[src/rtl/input_debouncer_3ch.sv]
// Three-channel switch front end: 2-flop sync, per-channel debounce counter,
// registered clean levels, edge pulses and an all-quiet flag.
module input_debouncer_3ch #(
   parameter int DEBOUNCE_CYCLES = 16,
   parameter int CNT_W = $clog2(DEBOUNCE_CYCLES)
) (
   input  logic       clk,
   input  logic       rst,
   input  logic       raw_a,
   input  logic       raw_b,
   input  logic       raw_c,
   output logic       a_db,
   output logic       b_db,
   output logic       c_db,
   output logic [2:0] rise,
   output logic [2:0] fall,
   output logic       settled
);

   localparam logic [CNT_W-1:0] CNT_MAX = CNT_W'(DEBOUNCE_CYCLES - 1);

   logic [2:0]       s1_q, s1_d;
   logic [2:0]       s2_q, s2_d;
   logic [2:0]       db_q, db_d;
   logic [2:0]       rise_q, rise_d;
   logic [2:0]       fall_q, fall_d;
   logic [CNT_W-1:0] cnt_q [3];
   logic [CNT_W-1:0] cnt_d [3];
   logic             settled_q, settled_d;

   // Bit 2 = a, bit 1 = b, bit 0 = c throughout.
   always_comb begin
      s1_d      = {raw_a, raw_b, raw_c};
      s2_d      = s1_q;
      db_d      = db_q;
      rise_d    = '0;
      fall_d    = '0;
      settled_d = 1'b1;
      for (int i = 0; i < 3; i++) begin
         cnt_d[i] = '0;
         if (s2_q[i] != db_q[i]) begin
            if (cnt_q[i] == CNT_MAX) begin
               db_d[i]   = s2_q[i];
               rise_d[i] = s2_q[i];
               fall_d[i] = ~s2_q[i];
            end else begin
               cnt_d[i] = cnt_q[i] + CNT_W'(1);
            end
         end
         if ((s2_d[i] != db_d[i]) || (cnt_d[i] != '0)) begin
            settled_d = 1'b0;
         end
      end
   end

   always_ff @(posedge clk) begin
      if (rst) begin
         s1_q      <= '0;
         s2_q      <= '0;
         db_q      <= '0;
         rise_q    <= '0;
         fall_q    <= '0;
         cnt_q     <= '{default: '0};
         settled_q <= 1'b1;
      end else begin
         s1_q      <= s1_d;
         s2_q      <= s2_d;
         db_q      <= db_d;
         rise_q    <= rise_d;
         fall_q    <= fall_d;
         cnt_q     <= cnt_d;
         settled_q <= settled_d;
      end
   end

   assign a_db    = db_q[2];
   assign b_db    = db_q[1];
   assign c_db    = db_q[0];
   assign rise    = rise_q;
   assign fall    = fall_q;
   assign settled = settled_q;

endmodule

[config.mk]
export PLATFORM = sky130hd
export DESIGN_NAME = input_debouncer_3ch
export DESIGN_NICKNAME = d
export VERILOG_FILES = /design/src/rtl/input_debouncer_3ch.sv
export SDC_FILE = /design/constraint.sdc
export NUM_CORES = 1
export LEC_CHECK = 0
export ABC_AREA = 1
export ABC_CLOCK_PERIOD_IN_PS = 2400
export BUFFER_PORTS_ARGS = -buffer_cell sky130_fd_sc_hd__buf_2
export CAP_MARGIN = 20
export CELL_PAD_IN_SITES_DETAIL_PLACEMENT = 1
export CELL_PAD_IN_SITES_GLOBAL_PLACEMENT = 2
export CORE_MARGIN = 2
export CORE_UTILIZATION = 33
export CTS_BUF_LIST = sky130_fd_sc_hd__clkbuf_8 sky130_fd_sc_hd__clkbuf_16
export DETAILED_ROUTE_END_ITERATION = 7
export HOLD_SLACK_MARGIN = 0.08
export PLACE_DENSITY_LB_ADDON = 0.1
export SLEW_MARGIN = 20
export SYNTH_ARGS = -nofsm -noshare
export SYNTH_HDL_FRONTEND = slang
export SYNTH_SLANG_ARGS = --single-unit
[constraint.sdc]
create_clock -name clk -period 2.4 [get_ports clk]
set_input_delay 0.48 -clock clk [delete_from_list [all_inputs] [get_ports clk]]
set_output_delay 0.48 -clock clk [all_outputs]
set_load 0.01 [all_outputs]
==> impl_metrics.json <==
{
  "grt_max_degree": 17,
  "worstPathRequired_ns": 2.62,
  "rsz0062_at_grt": "no",
  "fin_cells": 235,
  "synth_seq_cells": 28,
  "area_delta_synth_final_pct": 13.6,
  "cts_tree": "done",
  "vias": 1043,
  "cts_hold_buf": 0,
  "drt_pass1_iterations": 4,
  "slew_headroom_pct": 79.2,
  "crit_type": "reg2reg",
  "drt_iter0_drc": 32,
  "crit_path_max_incr_delay_ns": 0.35,
  "clk_pin_slew_ns": 0.09,
  "synth-seq-area-share_pct": 47.3,
  "core_sq_um": 3390,
  "start_util_pct": 35.0,
  "cap_violations": 0,
  "worstMarginPinSlew_ns": 0.312,
  "yosysWarnings": 0,
  "dp_hpwl_um": 2080,
  "drc": 0,
  "syn_area_sq_um": 1190,
  "cp.arrival_ns": 1.63,
  "synth_top_area_share_pct": 47.3,
  "fp.dieW_um": 64.0,
  "final_cell_mix": "49 x nand2_1, 32 x inv_1, 28 x nor2_1, 28 x dfxtp_1, 14 x buf_2",
  "max_clock_freq_mhz": 706,
  "wire_per_inst_um": 11.1,
  "drive_above_1_share_pct": 10.6,
  "max-clock-path-buffers": 2,
  "viasPerCell": 4.44,
  "cp_top_family": "simple AND/OR/NAND/NOR gates",
  "yosysTopAreaCell": "dfxtp_1",
  "post_cts_resized": 0,
  "ios": 15,
  "die-area_sq_um": 4090,
  "setup_tns_ns": 0,
  "syn_inst": 174,
  "wl_um": 2610,
  "layout_min_cycle_time_ns": 1.42,
  "peakVddDrop_mv": 0.203,
  "ys_types": 14,
  "final_common_cell": "nand2_1",
  "numClockSinks": 28,
  "nets": 199,
  "crit_path_end_kind": "flip-flop",
  "antenna_cells": 0,
  "cts_setup_buffers": 0,
  "synth_nets": 182,
  "power.density_nw_per_um2": 570,
  "grt_pass1_wl_um": 4580,
  "crit_chain": "ha_1 > nand3_2 > clkinv_1 > nand2_1 > nand2_1 > nand2_1 > nand2_1 > nor2_1 > nand3_1 > nand2_1",
  "syn_area_per_cell_sq_um": 6.82,
  "leakage_nw": 0.653,
  "setup_viol": 0,
  "gp_congestion": 0.802,
  "numCtsBuffers": 3,
  "min_path_type": "in2reg",
  "hold_viol": 0,
  "cpMostUsedCell": "nand2_1",
  "antenna_left": 0,
  "path_buf_inv": 1,
  "cp_slowest_cell": "dfxtp_1",
  "status": "finished, final reports clean",
  "fin_skew_ns": 0.00157,
  "grt.overflow.total": 0,
  "fin_crit_sh_pct": 59.0,
  "numPortBuffers": 14,
  "grt_usage_pct": 14.4,
  "root_buffer": "clkbuf_8",
  "rows": 21,
  "dp.cells": 232,
  "first_global_vias": 1043,
  "crit_fanout": 4,
  "clk_latency_ns": 0.27,
  "cts_max_level": 1,
  "start_kind": "flip-flop",
  "die_height_um": 64.0,
  "synthTopCellsByArea": "dfxtp_1 47%, nand2_1 16%, inv_1 10%",
  "antenna_found_initial": 0,
  "maxSlewViolCount": 0
}
[synthesized netlist by cell type, drive strengths merged]
cell and instances:
o21ai 1, nor2 28, dfxtp 28, a21oi 6, nand3 15, inv 32
clkinv 2, ha 3, clkbuf 2, nor3 5, nand4 2, nand2 50
[metrics by stage]
step / utilization, % / hold slack, ns / total power, mW / cell area [sq um] / setup slack, ns
floorplan: - / 0.416 / 0.515 / 1190 / 1.19
global placement: 38.5 / 0.431 / 0.527 / 1310 / 1.01
detailed placement: 38.5 / 0.429 / 0.529 / 1310 / 0.969
CTS: 39.8 / 0.404 / 0.783 / 1350 / 0.947
global route: 39.8 / 0.397 / 0.812 / 1350 / 0.800
finish: 39.8 / 0.406 / 0.768 / 1350 / 0.985
[power by group]
group / internal, mW / leakage (nW) / switching [mW] / total [mW]
logic: 0.0139 / 0.404 / 0.0246 / 0.0385
registers: 0.472 / 0.227 / 0.00578 / 0.478
clock network: 0.113 / 0.0216 / 0.139 / 0.252
total: 0.599 / 0.653 / 0.169 / 0.768
[kinds of logic (layout without fill, tap and decap cells)]
family | Yosys count | count (layout) | share of synthesized area (%)
adders and majority gates | 3 | 3 | 3.16
AOI/OAI and AO/OA | 7 | 7 | 2.95
DFF | 28 | 28 | 47.3
and+or+nand+nor | 100 | 100 | 35.2
buffers and inverters | 36 | 51 | 11.4
[sequential cells by signal, summed over array words and instances (netlist names)]
signal   flops
cnt_q       12
db_q         3
fall         3
rise         3
s1_q         3
s2_q         3
settled      1
[layer usage]
layer / GRT usage, % / wire [um]
met1: 17.2 / 1210
met5: 0 / 0
met4: 5.71 / 45
met2: 25.0 / 1290
met3: 3.17 / 62
[worst reg2reg max path, delay by kind of cell, from the launching register on]
family	cells	cell delay (ns)
DFF	1	0.35
adders and majority gates	1	0.24
buffers and inverters	1	0.09
and+or+nand+nor	8	0.68
[worst paths after layout]
check	to	from	slack [ns]	depth (start not counted)
worst max register to register	settled	cnt_q[4]	0.98	10
worst max-delay path	settled	cnt_q[4]	0.98	10
worst min register to register	s2_q[1]	s1_q[1]	0.44	2
worst min-delay path	s1_q[0]	raw_c	0.41	3
[area by class of cell]
| cell class | count | area, sq um |
|---|---|---|
| Fill cell | 463 | 2040 |
| Sequential cell | 28 | 561 |
| Multi-Input combinational cell | 110 | 490 |
| Inverter | 34 | 128 |
| Timing Repair Buffer | 14 | 70.1 |
| Tap cell | 46 | 57.6 |
| Clock buffer | 3 | 41.3 |
Power figures use the tool's default switching activity.
